`src/rtl/fetch_stage.sv`:
```
// fetch_stage: instruction fetch stage and IF/ID pipeline register.
//
// Issues at most one instruction-memory request at a time and copes with
// variable response latency. It also handles decode stalls, through a
// one-entry skid buffer, and redirects that arrive while a request is still
// in flight. A redirect during a pending request drains that request so its
// stale data is never used.
//
// Ports
//   clk, reset          core clock, synchronous active-high reset
//   StallD, FlushD      hold / bubble the IF/ID register
//   PCSrcE, PCTargetE   branch/jump redirect from execute
//   imem_req/addr       instruction memory request
//   imem_rdata/valid    instruction memory response
//   InstrD, PCD,
//   PCPlus4D, ValidD    IF/ID register contents
//   op, funct3,
//   funct7b5            decode fields sliced from InstrD for the controller
module fetch_stage #(
    parameter logic [31:0] RESET_PC  = 32'h0000_0000,
    parameter logic [31:0] NOP_INSTR = 32'h0000_0013
) (
    input  logic        clk,
    input  logic        reset,
    input  logic        StallD,
    input  logic        FlushD,
    input  logic        PCSrcE,
    input  logic [31:0] PCTargetE,
    output logic        imem_req,
    output logic [31:0] imem_addr,
    input  logic [31:0] imem_rdata,
    input  logic        imem_valid,
    output logic [31:0] InstrD,
    output logic [31:0] PCD,
    output logic [31:0] PCPlus4D,
    output logic        ValidD,
    output logic [6:0]  op,
    output logic [2:0]  funct3,
    output logic        funct7b5
);

    typedef enum logic [1:0] {StFetch, StDrain, StHeld} state_e;

    state_e      state_q, state_d;
    logic [31:0] pcf_q, pcf_d;
    logic [31:0] req_addr_q, req_addr_d;
    logic        waiting_q, waiting_d;   // request issued, response not yet seen
    logic [31:0] buf_instr_q, buf_instr_d;
    logic [31:0] buf_pc_q, buf_pc_d;

    logic        resp;
    logic        load_new;
    logic [31:0] new_instr;
    logic [31:0] new_pc;

    // Reset gates the request so a late response to an abandoned fetch is ignored.
    assign imem_req  = (state_q != StHeld) && !reset;
    assign imem_addr = (state_q == StFetch && !waiting_q) ? pcf_q : req_addr_q;
    assign resp      = imem_req && imem_valid;

    always_comb begin
        state_d     = state_q;
        pcf_d       = pcf_q;
        req_addr_d  = req_addr_q;
        waiting_d   = waiting_q;
        buf_instr_d = buf_instr_q;
        buf_pc_d    = buf_pc_q;
        load_new    = 1'b0;
        new_instr   = imem_rdata;
        new_pc      = imem_addr;

        unique case (state_q)
            StFetch: begin
                if (resp) begin
                    waiting_d = 1'b0;
                    if (PCSrcE) begin
                        pcf_d = PCTargetE;
                    end else if (!StallD) begin
                        load_new = 1'b1;
                        pcf_d    = imem_addr + 32'd4;
                    end else begin
                        buf_instr_d = imem_rdata;
                        buf_pc_d    = imem_addr;
                        pcf_d       = imem_addr + 32'd4;
                        state_d     = StHeld;
                    end
                end else begin
                    // Capture the address so it stays stable until the response.
                    waiting_d  = 1'b1;
                    req_addr_d = imem_addr;
                    if (PCSrcE) begin
                        pcf_d   = PCTargetE;
                        state_d = StDrain;
                    end
                end
            end
            StDrain: begin
                if (PCSrcE) begin
                    pcf_d = PCTargetE;
                end
                if (resp) begin
                    waiting_d = 1'b0;
                    state_d   = StFetch;
                end
            end
            StHeld: begin
                if (PCSrcE) begin
                    pcf_d   = PCTargetE;
                    state_d = StFetch;
                end else if (!StallD) begin
                    load_new  = 1'b1;
                    new_instr = buf_instr_q;
                    new_pc    = buf_pc_q;
                    state_d   = StFetch;
                end
            end
            default: state_d = StFetch;
        endcase
    end

    always_ff @(posedge clk) begin
        if (reset) begin
            state_q    <= StFetch;
            pcf_q      <= RESET_PC;
            req_addr_q <= RESET_PC;
            waiting_q  <= 1'b0;
        end else begin
            state_q    <= state_d;
            pcf_q      <= pcf_d;
            req_addr_q <= req_addr_d;
            waiting_q  <= waiting_d;
        end
    end

    // Skid buffer contents are only read after being written in StFetch.
    always_ff @(posedge clk) begin
        buf_instr_q <= buf_instr_d;
        buf_pc_q    <= buf_pc_d;
    end

    always_ff @(posedge clk) begin
        if (reset || FlushD) begin
            InstrD   <= NOP_INSTR;
            PCD      <= 32'd0;
            PCPlus4D <= 32'd0;
            ValidD   <= 1'b0;
        end else if (StallD) begin
            InstrD   <= InstrD;
        end else if (load_new) begin
            InstrD   <= new_instr;
            PCD      <= new_pc;
            PCPlus4D <= new_pc + 32'd4;
            ValidD   <= 1'b1;
        end else begin
            ValidD   <= 1'b0;
        end
    end

    assign op       = InstrD[6:0];
    assign funct3   = InstrD[14:12];
    assign funct7b5 = InstrD[30];

endmodule
```
`config.mk`:
```
export PLATFORM = sky130hd
export DESIGN_NAME = fetch_stage
export DESIGN_NICKNAME = d
export VERILOG_FILES = /design/src/rtl/fetch_stage.sv
export SDC_FILE = /design/constraint.sdc
export NUM_CORES = 1
export LEC_CHECK = 0
export CAP_MARGIN = 15
export CELL_PAD_IN_SITES_DETAIL_PLACEMENT = 0
export CELL_PAD_IN_SITES_GLOBAL_PLACEMENT = 2
export CORE_MARGIN = 2
export CORE_UTILIZATION = 29
export DETAILED_ROUTE_END_ITERATION = 8
export GPL_ROUTABILITY_DRIVEN = 0
export PLACE_DENSITY = 0.8
export SYNTH_ARGS = -nofsm -noshare
export SYNTH_HDL_FRONTEND = slang
export SYNTH_SLANG_ARGS = --single-unit
```
`constraint.sdc`:
```
create_clock -name clk -period 3.5 [get_ports clk]
set_input_delay 0.7 -clock clk [delete_from_list [all_inputs] [get_ports clk]]
set_output_delay 0.7 -clock clk [all_outputs]
set_load 0.005 [all_outputs]
```
# After elaboration in Yosys (flattened, before gate mapping)

Index checks and enable logic that the tools add are counted.

Bits in registers: 228
Input port bits: 70
Output and inout bits: 141

$add $sub $neg: 2
Equality and inequality tests: 8
Mux-type cells: 26
Bitwise operators: 3
Reductions and logical operators: 16

Operator list:

| kind                                           | count |
|---|---|
| two-way mux 32 bit                             | 9 |
| adder 32 x 3 -> 32 bit (second input constant) | 2 |
| one-hot mux 32 bit (2 select lines)            | 1 |
| two-way mux 2 bit                              | 7 |
| != test 3 bit (second input constant)          | 4 |
| two-way mux 1 bit                              | 6 |
| one-hot mux 2 bit (3 select lines)             | 1 |
| AND reduction 2 bit                            | 3 |
| AND reduction 5 bit                            | 1 |
| != test 2 bit (second input constant)          | 2 |
| one-hot mux 1 bit (2 select lines)             | 2 |
| AND reduction 4 bit                            | 1 |
| nonzero test 2 bit                             | 2 |
| logical AND 1 bit                              | 3 |
| NOT 1 bit                                      | 3 |
| AND reduction 3 bit                            | 1 |
| == test 2 x 1 -> 1 bit (second input constant) | 1 |
| == test 2 bit (second input constant)          | 1 |
| zero test 1 bit                                | 2 |
| zero test 2 bit                                | 1 |
| OR reduction 2 bit                             | 1 |
| logical OR 1 bit                               | 1 |

# Depth between registers and ports, before layout

Gate-level depths: netlist of run 1.

Depth after elaboration: 7
Gate-level depth with buffers: 16

# Worst setup path after synthesis of run 1

Ideal clock, no wire load.

Path type: in2reg
Start: input port StallD
End: register PCPlus4D[26]
Arrival: 3461 ps
Data required time: 3362 ps
Path slack: -99 ps
Stages: 13
Buffers on the path: 5
Cell sequence: buf_2 > or3b_1 > buf_2 > buf_6 > clkbuf_1 > clkbuf_1 > a21oi_1 > ha_1 > nand4_2 > a221o_1 > or4_1 > a21oi_1 > a211oi_1

Elaborated cells on any way between the ends: 10
Classes of those cells: add/sub (1); mux (7); bitwise (1); reduce/logical (1)

RTL lines:

| item                   | line | source |
|---|---|---|
| from (decl)            | 25   | `input logic StallD,` |
| two-way mux 32 bit     | 110  | `end else if (!StallD) begin` |
| two-way mux 32 bit     | 107  | `if (PCSrcE) begin` |
| two-way mux 32 bit     | 72   | `unique case (state_q)` |
| via new_pc[2]          | 54   | `logic [31:0] new_pc;` |
| adder 32 x 3 -> 32 bit | 152  | `PCPlus4D <= new_pc + 32'd4;` |
| to (signal assigned)   | 152  |  |
| to (decl)              | 35   | `output logic [31:0] PCPlus4D,` |

The timed path passes the listed nets, and every way through them passes these cells.
A chain may end at the register's enable or synchronous reset.

# Final worst setup path of run 1

Start: register state_q[0]
End: output port imem_addr[3]

Cells in the longest elaborated chain, start to end: 3

Ends and longest elaborated chain:

| item                   | line | source |
|---|---|---|
| from (decl)            | 44   | `state_e state_q, state_d;` |
| from (signal assigned) | 123  | `state_q <= StFetch;` |
| from (signal assigned) | 128  | `state_q <= state_d;` |
| zero test 2 bit        | 58   | `assign imem_addr = (state_q == StFetch && !waiting_q) ? pcf_q : req_addr_q;` |
| logical AND 1 bit      | 58   |  |
| two-way mux 32 bit     | 58   |  |
| to (decl)              | 30   | `output logic [31:0] imem_addr,` |

Every way passes these cells.

==> summary.md, run 1 <==
| Metric | Value |
|---|---|
| Cell mode on critical path | `inv_1` |
| Max stage delay cell, worst path | `mux2i_1` |
| DRT antenna net count | `0` |
| Unrepaired setup endpoints after global routing | `yes` |
| Worst-Margin Slew | `0.893 ns` |
| Combinational Power Share | `22.2%` |
| Delay of the slowest critical-path stage | `0.54 ns` |
| Port bufs | `210` |
| Total GRT Usage | `18.1%` |
| Grt peak-use layer | `met2` |
| Critical path class | `reg -> out` |
| Register area share after synthesis | `47.1%` |
| Syn_nets | `1,280` |
| Hold Vio Cnt, Final | `0` |
| CTS tree | `built` |
| Hold/Removal Path Class | `reg -> reg` |
| Commonest non-fill, non-tap cell in the layout | `clkdlybuf4s50_1` |
| Met3 Use GR | `2.83%` |
| Max FO, Critical Path | `4` |
| Number of global-route vias before repair | `9,635` |
| Worst setup EP type | `primary output` |
| Post-synth cell types | `75` |
| Vias per Instance | `4.90` |
| CTS Sinks | `226` |
| Yosys reg bits | `226` |
| Critical Path RT | `2.80 ns` |
| Fin Hold WS | `0.454 ns` |
| Clock buffer depth | `3` |
| Post-Synthesis Mean Instance Area | `9.10 µm²` |
| Vias | `9,624` |
| Hold buffer count at cts | `0` |
| Count of endpoints failing setup in the final report | `0` |
| Switching share of power | `28.0%` |
| Die Footprint | `39,400 µm²` |
| Seq pwr share | `39.5%` |
| Startpoint types | `register` |
| Synth warn | `0` |
| Die Wd | `198 µm` |
| FMAX | `0.294 GHz` |
| CTS buffer count | `27` |
| Ports | `211` |
| CP startpoint | `state_q[0]` |
| Core Region | `37,400 µm²` |
| Clk_lat worst skew | `0.53 ns` |
| First-pass GRT wire length | `55,700 µm` |
| Worst path cell trace | `inv_1 -> ha_4 -> nor2b_4 -> buf_4 -> mux2i_1 -> inv_1 -> clkdlybuf4s50_1` |
| GRT overflow | `0` |
| Hold Startpoint | `PCD[9]` |
| Outcome | `complete, no violations` |
| VDD IR-drop max | `0.000313 V` |
| Relative slew slack | `40.2%` |
| Ant. Diodes | `0` |
| Drt first-iter violations | `454` |
| Clock slew at reported path FFs | `0.06 ns` |
| Critical Path AT | `2.70 ns` |
| Initial antenna violation count | `1` |
| GR Util met2 | `32.7%` |
| Area delta synth->final | `37.1%` |
| Pwr/cell area | `497 nW/µm²` |
| Layout cell share with drive strength beyond 1 | `13.1%` |
| P_int | `5.38 mW` |
| Final net count | `1,512` |
| H-tree levels | `1` |
| Worst R2R Start | `state_q[0]` |
| Root Driver | `clkbuf_16` |
| Initial Util | `29.3%` |
| # rows | `71` |
| Psw | `2.09 mW` |
| Die Y | `198 µm` |
| Leakage | `5.66 nW` |
| Total power | `7.46 mW` |
| Setup TNS | `0 ns` |
| Clk_skew | `0.0226 ns` |
| Max_cap viols | `0` |
| Primary FF master, synth | `dfxtp_1` |
| Post-Syn Area | `11,000 µm²` |
| DRT Pass-1 Iters | `5` |
| Largest net degree at the start of global routing | `71` |
| Post-synth EDFFs | `64` |
| Clock share of power | `38.3%` |
| Post-synth ARST share | `0%` |
| Detail Placement HPWL | `26,000 µm` |
| Mapped Cells | `1,204` |
| Commonest non-fill, non-tap cells in the layout | `clkdlybuf4s50_1 (207), nor2_1 (183), dfxtp_1 (160)` |
| DRC violations left | `0` |
| Met1 Resource Use GR | `22.7%` |
| Final WL | `36,300 µm` |
| Shortest period the worst path allows | `3.40 ns` |
| Final core occ | `40.2%` |
| Final Max Tran Viols | `0` |
| Period Utilization, post-route | `97.2%` |
| WL per Instance | `18.5 µm` |
==> worst max-delay path: cells and delay by family, from the launching register on <==
| kind | cells | cell delay, ns |
|---|---|---|
| flops | 1 | 0.34 |
| simple gates | 1 | 0.14 |
| mux | 1 | 0.54 |
| fa+ha+maj | 1 | 0.17 |
| buf+inv | 4 | 0.98 |
==> layout make-up <==
class	count	area, µm²
well taps	511	639
inverters	41	159
flip-flops and latches	226	5170
clock buffers	35	726
fillers	3758	22400
clock inverters	13	164
repair buffers	304	2920
multi-input cells	836	5250
==> cell families (layout without fill, tap and decap cells) <==
| group | count (synthesis) | after routing | share of synthesized area [%] |
|---|---|---|---|
| AND/OR/NAND/NOR | 387 | 387 | 16.7 |
| AO/OA/AOI/OAI | 317 | 317 | 18.4 |
| flip-flops | 226 | 226 | 47.1 |
| buffers and inverters | 142 | 393 | 6.01 |
| multiplexers | 78 | 78 | 7.28 |
| XOR/XNOR | 48 | 48 | 3.84 |
| adder cells (fa/ha/maj) | 6 | 6 | 0.685 |
==> state kept, by name, indices dropped and copies added, names as in the netlist <==
| signal | flops |
|---|---|
| buf_pc_q | 32 |
| InstrD | 32 |
| waiting_q | 1 |
| PCD | 32 |
| pcf_q | 32 |
| req_addr_q | 32 |
| state_q | 2 |
| PCPlus4D | 30 |
| ValidD | 1 |
| buf_instr_q | 32 |
==> metal layers <==
layer  up-vias  wire (µm)
li1       4779          -
met1      4553      15500
met3        42       1870
met4         2        656
met2       248      18300
met5         -          9
==> power groups by stage <==
stage	registers (mW)	logic, mW	clock network (mW)
floorplan	2.96	0.847	0
global placement	2.99	1.53	0
detailed placement	2.99	1.54	0
CTS	2.94	1.66	2.94
global route	2.96	1.81	3.04
finish	2.95	1.66	2.86
==> cell usage after synthesis (4+ instances only) <==
| cell | count | area, µm² |
|---|---|---|
| a211oi_1 | 76 | 571 |
| a21oi_1 | 103 | 515 |
| a22oi_1 | 14 | 105 |
| a31oi_1 | 13 | 81.3 |
| and3_1 | 4 | 25.0 |
| buf_1 | 12 | 45.0 |
| buf_2 | 6 | 30.0 |
| buf_4 | 14 | 105 |
| buf_6 | 7 | 78.8 |
| clkbuf_1 | 61 | 229 |
| dfxtp_1 | 162 | 3240 |
| edfxtp_1 | 64 | 1920 |
| ha_1 | 6 | 75.1 |
| inv_1 | 38 | 143 |
| mux2i_1 | 72 | 721 |
| mux2i_2 | 4 | 55.1 |
| nand2_1 | 96 | 360 |
| nand3_1 | 17 | 85.1 |
| nand3b_1 | 5 | 37.5 |
| nand4_1 | 12 | 75.1 |
| nor2_1 | 183 | 687 |
| nor2b_1 | 6 | 37.5 |
| nor3_1 | 19 | 95.1 |
| nor4_1 | 4 | 25.0 |
| nor4_2 | 8 | 100 |
| o211ai_1 | 14 | 105 |
| o21ai_0 | 49 | 245 |
| o22ai_1 | 12 | 75.1 |
| or2_2 | 4 | 25.0 |
| or4_1 | 4 | 30.0 |
| xnor2_1 | 38 | 333 |
| xor2_1 | 10 | 87.6 |
==> per-stage QoR <==
stage	cell area (µm²)	std cells	setup WS (ns)
after floorplan	11000	1204	0.0126
after global placement	13900	1910	0.0641
after detailed placement	13900	1910	-0.0358
after CTS	15000	1964	0.0275
after global routing	15000	1966	-0.0217
final	15000	1966	0.0974
==> worst paths after layout <==
path	endpoint	slack, ns	depth (start not counted)
max reg2reg	pcf_q[31]	0.33	12
min reg2reg	PCD[9]	0.45	2
min	PCD[9]	0.45	2
max	imem_addr[3]	0.1	7
==> repair_timing <==
| item | in CTS | in global routing |
|---|---|---|
| pin swaps | 0 | 0 |
| gates cloned | 2 | 0 |
| buffers inserted | 4 | 2 |
| gates resized for setup | 14 | 9 |
| endpoints found under the setup margin | 10 | 21 |
(Power assumes the default switching activity.)
==> inputs of run 2 (changes only) <==
- CORE_MARGIN: 2 -> default
- CORE_UTILIZATION: 29 -> 34
- PLACE_DENSITY: 0.8 -> 0.88
- clock period: 3.5 -> 4.3 ns (I/O delays scaled with it)
==> summary.md, run 2 (synthesis results as in run 1) <==
| Metric | Value |
|---|---|
| Non-filler cells, final | `1,829 (was 1,966)` |
| WL per Instance | `18.3 µm (was 18.5 µm)` |
| P_int | `4.20 mW (was 5.38 mW)` |
| Initial antenna violation count | `0 (was 1)` |
| Seq pwr share | `40.8% (was 39.5%)` |
| Outcome | `complete, no violations (unchanged)` |
| Final Max Tran Viols | `0 (unchanged)` |
| Critical Path RT | `3.44 ns (was 2.80 ns)` |
| Delay of the slowest critical-path stage | `0.53 ns (was 0.54 ns)` |
| Hold Startpoint | `PCD[6] (was PCD[9])` |
| Number of global-route vias before repair | `9,212 (was 9,635)` |
| DRT Pass-1 Iters | `5 (unchanged)` |
| H-tree levels | `1 (unchanged)` |
| Unrepaired setup endpoints after global routing | `no (was yes)` |
| Startpoint types | `register (unchanged)` |
| Worst setup EP type | `primary output (unchanged)` |
| Crit path buf inv count | `4 (unchanged)` |
| DRT antenna net count | `0 (unchanged)` |
| Critical Path AT | `3.06 ns (was 2.70 ns)` |
| Port bufs | `210 (unchanged)` |
| Core Region | `31,600 µm² (was 37,400 µm²)` |
| Switching share of power | `28.2% (was 28.0%)` |
| Reg-to-reg slack, setup | `0.81 ns (was 0.33 ns)` |
| Leakage | `5.50 nW (was 5.66 nW)` |
| GRT overflow | `0 (unchanged)` |
| Pwr/cell area | `404 nW/µm² (was 497 nW/µm²)` |
| Final WL | `33,600 µm (was 36,300 µm)` |
| Commonest non-fill, non-tap cells in the layout | `clkdlybuf4s50_1 (208), nor2_1 (183), dfxtp_1 (162) (was clkdlybuf4s50_1 (207), nor2_1 (183), dfxtp_1 (160))` |
| Largest net degree at the start of global routing | `71 (unchanged)` |
| # rows | `65 (was 71)` |
| Detail Placement HPWL | `24,000 µm (was 26,000 µm)` |
| Max FO, Critical Path | `11 (was 4)` |
| Max_cap viols | `0 (unchanged)` |
| Die Wd | `182 µm (was 198 µm)` |
| Period Utilization, post-route | `91.2%` |
| Clk_skew | `0.0108 ns (was 0.0226 ns)` |
| Layout cell share with drive strength beyond 1 | `10.0% (was 13.1%)` |
| Worst path cell trace | `inv_1 -> ha_1 -> nor2b_4 -> buf_4 -> mux2i_1 -> inv_1 -> clkdlybuf4s50_1 (was inv_1 -> ha_4 -> nor2b_4 -> buf_4 -> mux2i_1 -> inv_1 -> clkdlybuf4s50_1)` |
| Relative slew slack | `45.2% (was 40.2%)` |
| Clock share of power | `38.2% (was 38.3%)` |
| Clock slew at reported path FFs | `0.06 ns (about the same)` |
| R2r worst-path depth | `10 (was 12)` |
| Worst hold stages | `2 (unchanged)` |
| Setup TNS | `0 ns (unchanged)` |
| Worst R2R Start | `state_q[0] (unchanged)` |
| Initial Util | `34.6% (was 29.3%)` |
| Critical path class | `reg -> out (unchanged)` |
| First-pass GRT wire length | `52,200 µm (was 55,700 µm)` |
| Vias per Instance | `5.26 (was 4.90)` |
| RR Endpoint | `pcf_q[31] (unchanged)` |
| Root Driver | `clkbuf_16 (unchanged)` |
| Die Y | `182 µm (was 198 µm)` |
| CTS tree | `built (unchanged)` |
| WHS Endpoint | `PCD[6] (was PCD[9])` |
| Ant. Diodes | `0 (unchanged)` |
| VDD IR-drop max | `0.000275 V (was 0.000313 V)` |
| Hold/Removal Path Class | `reg -> reg (unchanged)` |
| CTS buffer count | `26 (was 27)` |
| Ports | `211 (unchanged)` |
| Worst path depth | `7 (unchanged)` |
| FMAX | `0.255 GHz` |
| Shortest period the worst path allows | `3.92 ns` |
| Cell mode on critical path | `inv_1 (unchanged)` |
| Hold buffer count at cts | `0 (unchanged)` |
| Max stage delay cell, worst path | `mux2i_1 (unchanged)` |
| Combinational Power Share | `21.0% (was 22.2%)` |
| Clk_lat worst skew | `0.53 ns (about the same)` |
| CTS Sinks | `226 (unchanged)` |
| Hold Vio Cnt, Final | `0 (unchanged)` |
| Drt first-iter violations | `488 (was 454)` |
| Worst-Margin Slew | `0.822 ns (was 0.893 ns)` |
| Area delta synth->final | `32.2% (was 37.1%)` |
| Commonest non-fill, non-tap cell in the layout | `clkdlybuf4s50_1 (unchanged)` |
| Crit path max-delay family | `buffers and inverters (unchanged)` |
| DRC violations left | `0 (unchanged)` |
| Total GRT Usage | `19.9% (was 18.1%)` |
| Psw | `1.65 mW (was 2.09 mW)` |
| Count of endpoints failing setup in the final report | `0 (unchanged)` |
| Final net count | `1,483 (was 1,512)` |
| Placed insts | `1,772 (was 1,910)` |
| Die Footprint | `33,000 µm² (was 39,400 µm²)` |
| Clock buffer depth | `3 (unchanged)` |
| Vias | `9,617 (was 9,624)` |
-- run 2: cell type report --
type	instances	area (µm²)
well taps	402	503
inverters	41	155
fillers	3081	17200
clock inverters	9	71.3
multi-input cells	836	5160
repair buffers	276	2640
clock buffers	39	793
flip-flops and latches	226	5160
-- run 2: layer usage --
layer	global-route usage [%]	vias up	part of all wire (%)
met1	24.8	4580	43
li1	-	4720	-
met4	6.37	0	3.1
met3	2.51	63	4.1
met2	35.6	254	50
met5	0	-	0
-- run 2: worst max-delay path by stage --
| stage | start | end | slack (ns) |
|---|---|---|---|
| 2_1_floorplan | StallD | PCPlus4D[26] | 0.54 |
| 6_report | state_q[0] | imem_addr[22] | 0.38 |
| 3_3_place_gp | PCSrcE | PCPlus4D[26] | 0.44 |
| 5_1_grt | state_q[0] | imem_addr[0] | 0.15 |
| 3_5_place_dp | PCSrcE | PCPlus4D[26] | 0.41 |
| 4_1_cts | state_q[0] | imem_addr[7] | 0.06 |
-- run 2: worst min-delay path, delay by kind of cell (launching register included) --
kind,cells,cell delay [ns]
flops,1,0.31
simple gates,1,0.05
compound gates,1,0.05
-- run 2: stage by stage --
stage                     instance area, µm²  util (%)  total power [mW]  hold WS, ns  setup slack (ns)
after floorplan                        11000         -              3.10        0.448             0.541
after global placement                 13500      42.8              3.62        0.442             0.438
after detailed placement               13500      42.8              3.63        0.446             0.413
after CTS                              14400      45.5              5.89        0.454            0.0591
after global routing                   14500      45.8              6.12        0.468             0.153
final                                  14500      45.8              5.86        0.448             0.378
-- run 2: repair_timing --
action | CTS | global route
setup buffers | 0 | 9
hold endpoints to repair | 0 | 0
gates resized for setup | 0 | 0
endpoints found under the setup margin | 0 | 5
-- run 2: power by group through the flow --
stage	Clock [mW]	Combinational (mW)	Sequential (mW)
2_1_floorplan	0	0.687	2.41
3_3_place_gp	0	1.19	2.43
3_5_place_dp	0	1.20	2.43
4_1_cts	2.29	1.20	2.39
5_1_grt	2.37	1.34	2.40
6_report	2.24	1.23	2.39
==> inputs of run 3 (changes only) <==
- CORE_ASPECT_RATIO: default -> 1.1
==> summary.md, run 3 (synthesis results as in run 1) <==
| Metric | Value |
|---|---|
| Commonest non-fill, non-tap cell in the layout | `clkdlybuf4s50_1 (unchanged)` |
| Crit path buf inv count | `4 (unchanged)` |
| DRC violations left | `0 (unchanged)` |
| Clk_lat worst skew | `0.53 ns (about the same)` |
| Clock slew at reported path FFs | `0.06 ns (about the same)` |
| Met1 Resource Use GR | `30.8% (was 24.8%)` |
| Met3 Use GR | `2.51% (about the same)` |
| Post-CTS Repair Setup Buffers | `0 (unchanged)` |
| Reg area | `5160 µm² (unchanged)` |
| Initial antenna violation count | `0 (unchanged)` |
| Critical Path RT | `3.44 ns (about the same)` |
| H-tree levels | `1 (unchanged)` |
| Detail Placement HPWL | `23,100 µm (was 24,000 µm)` |
| Crit path max-delay family | `buffers and inverters (unchanged)` |
| Worst-Margin Slew | `0.910 ns (was 0.822 ns)` |
| Post-cts sizing count | `0 (unchanged)` |
| Layout cell share with drive strength beyond 1 | `9.50% (was 10.0%)` |
| Clock buffer depth | `3 (unchanged)` |
| Worst R2R Start | `state_q[0] (unchanged)` |
| Clk_skew | `0.00981 ns (was 0.0108 ns)` |
| Delay of the slowest critical-path stage | `0.58 ns (was 0.53 ns)` |
| Die Footprint | `33,000 µm² (about the same)` |
| Ports | `211 (unchanged)` |
| Vias per Instance | `5.15 (was 5.26)` |
| Startpoint types | `register (unchanged)` |
| Worst setup EP type | `primary output (unchanged)` |
| Total GRT Usage | `19.7% (was 19.9%)` |
| Area delta synth->final | `31.5% (was 32.2%)` |
| Max_cap viols | `0 (unchanged)` |
| Fill cells | `3,098 (was 3,081)` |
| Largest net degree at the start of global routing | `71 (unchanged)` |
| Critical path class | `reg -> out (unchanged)` |
| Worst hold stages | `2 (unchanged)` |
| VDD IR-drop max | `0.000290 V (was 0.000275 V)` |
| CTS Sinks | `226 (unchanged)` |
| FMAX | `0.245 GHz (was 0.255 GHz)` |
| CTS buffer count | `25 (was 26)` |
| Critical Path AT | `3.22 ns (was 3.06 ns)` |
| Max stage delay cell, worst path | `mux2i_1 (unchanged)` |
| Outcome | `complete, no violations (unchanged)` |
| Unrepaired setup endpoints after global routing | `no (unchanged)` |
| Setup TNS | `0 ns (unchanged)` |
| Leakage | `5.42 nW (was 5.50 nW)` |
| Worst path cell trace | `inv_1 -> ha_1 -> nor2b_4 -> buf_4 -> mux2i_1 -> inv_1 -> clkdlybuf4s50_1 (unchanged)` |
| Hold buffer count at cts | `0 (unchanged)` |
| Number of global-route vias before repair | `8,920 (was 9,212)` |
| Area of the multi-input gates | `5170 µm² (was 5160 µm²)` |
| Hold Vio Cnt, Final | `0 (unchanged)` |
| Final Max Tran Viols | `0 (unchanged)` |
| Cell mode on critical path | `inv_1 (unchanged)` |
| Non-filler cells, final | `1,831 (was 1,829)` |
| Max FO, Critical Path | `11 (unchanged)` |
| Die Wd | `173 µm (was 182 µm)` |
| Final WL | `32,800 µm (was 33,600 µm)` |
| Placed insts | `1,787 (was 1,772)` |
| Shortest period the worst path allows | `4.08 ns (was 3.92 ns)` |
| Hold/Removal Path Class | `reg -> reg (unchanged)` |
| Commonest non-fill, non-tap cells in the layout | `clkdlybuf4s50_1 (208), nor2_1 (183), dfxtp_1 (162) (unchanged)` |
| Final net count | `1,470 (was 1,483)` |
| Worst path depth | `7 (unchanged)` |
| Relative slew slack | `39.4% (was 45.2%)` |
| Hold Startpoint | `PCD[9] (was PCD[6])` |
| Period Utilization, post-route | `94.9% (was 91.2%)` |
| CP startpoint | `state_q[0] (unchanged)` |
| Core Region | `31,600 µm² (about the same)` |
| # rows | `68 (was 65)` |
| Die Y | `190 µm (was 182 µm)` |
| GR Util met2 | `28.7% (was 35.6%)` |
| Initial Util | `34.7% (was 34.6%)` |
| Drt first-iter violations | `771 (was 488)` |
| Count of endpoints failing setup in the final report | `0 (unchanged)` |
| DRT antenna net count | `0 (unchanged)` |
| Vias | `9,421 (was 9,617)` |
| First-pass GRT wire length | `52,200 µm (about the same)` |
| Pwr/cell area | `408 nW/µm² (was 404 nW/µm²)` |
| WL per Instance | `17.9 µm (was 18.3 µm)` |
| CTS tree | `built (unchanged)` |
| Root Driver | `clkbuf_16 (unchanged)` |
| GRT overflow | `0 (unchanged)` |
| Ant. Diodes | `0 (unchanged)` |
| Grt peak-use layer | `met1 (was met2)` |
| DRT Pass-1 Iters | `5 (unchanged)` |
| Port bufs | `210 (unchanged)` |
| R2r worst-path depth | `11 (was 10)` |
-- run 3: changes by cell type in the layout (fill, tap and decap cells not counted), moves of 2 or more --
cell,change
buf_4,-11
bufinv_16,+4
clkbuf_1,-4
clkbuf_16,-4
clkinvlp_4,+3
mux2i_1,-2
mux2i_2,+2
-- run 3: power by group --
part	total, mW	internal [mW]	switching (mW)
Sequential	2.39	2.31	0.0804
Combinational	1.19	0.529	0.657
Clock	2.31	1.40	0.910
-- run 3: path summary, 6_finish.rpt --
kind	endpoint	slack [ns]
worst max-delay path	imem_addr[8]	0.22
worst min-delay path	PCD[9]	0.45
worst max register to register	PCPlus4D[26]	0.80
worst min register to register	PCD[9]	0.45
-- run 3: worst reg2reg max path, delay by kind of cell, from the launching register on --
family / cells / cell delay (ns)
buffers and inverters: 1 / 0.09
and+or+nand+nor: 3 / 1.17
AOI/OAI and AO/OA: 4 / 0.94
adders and majority gates: 2 / 0.66
DFF: 1 / 0.34
muxes: 1 / 0.19
-- run 3: layout make-up --
type | instances | share of cell area, %
inverters | 41 | 1.08
repair buffers | 264 | 17.6
clock inverters | 14 | 1.41
multi-input cells | 836 | 35.8
well taps | 420 | 3.65
flip-flops and latches | 226 | 35.8
clock buffers | 30 | 4.61
-- run 3: per-stage QoR --
step	util (%)	setup WS [ns]	area (µm²)	hold slack, ns	power (mW)
global route	45.7	0.0184	14400	0.472	6.14
global placement	42.9	0.385	13500	0.443	3.60
floorplan	-	0.541	11000	0.448	3.10
detailed placement	42.9	0.322	13500	0.446	3.61
finish	45.7	0.217	14400	0.455	5.88
CTS	45.6	0.0692	14400	0.453	5.94
-- run 3: per-layer routing --
| layer | routed length [µm] | vias to the layer above |
|---|---|---|
| li1 | - | 4685 |
| met1 | 17100 | 4388 |
| met2 | 13500 | 314 |
| met3 | 1730 | 34 |
| met4 | 431 | 0 |
| met5 | 0 | - |
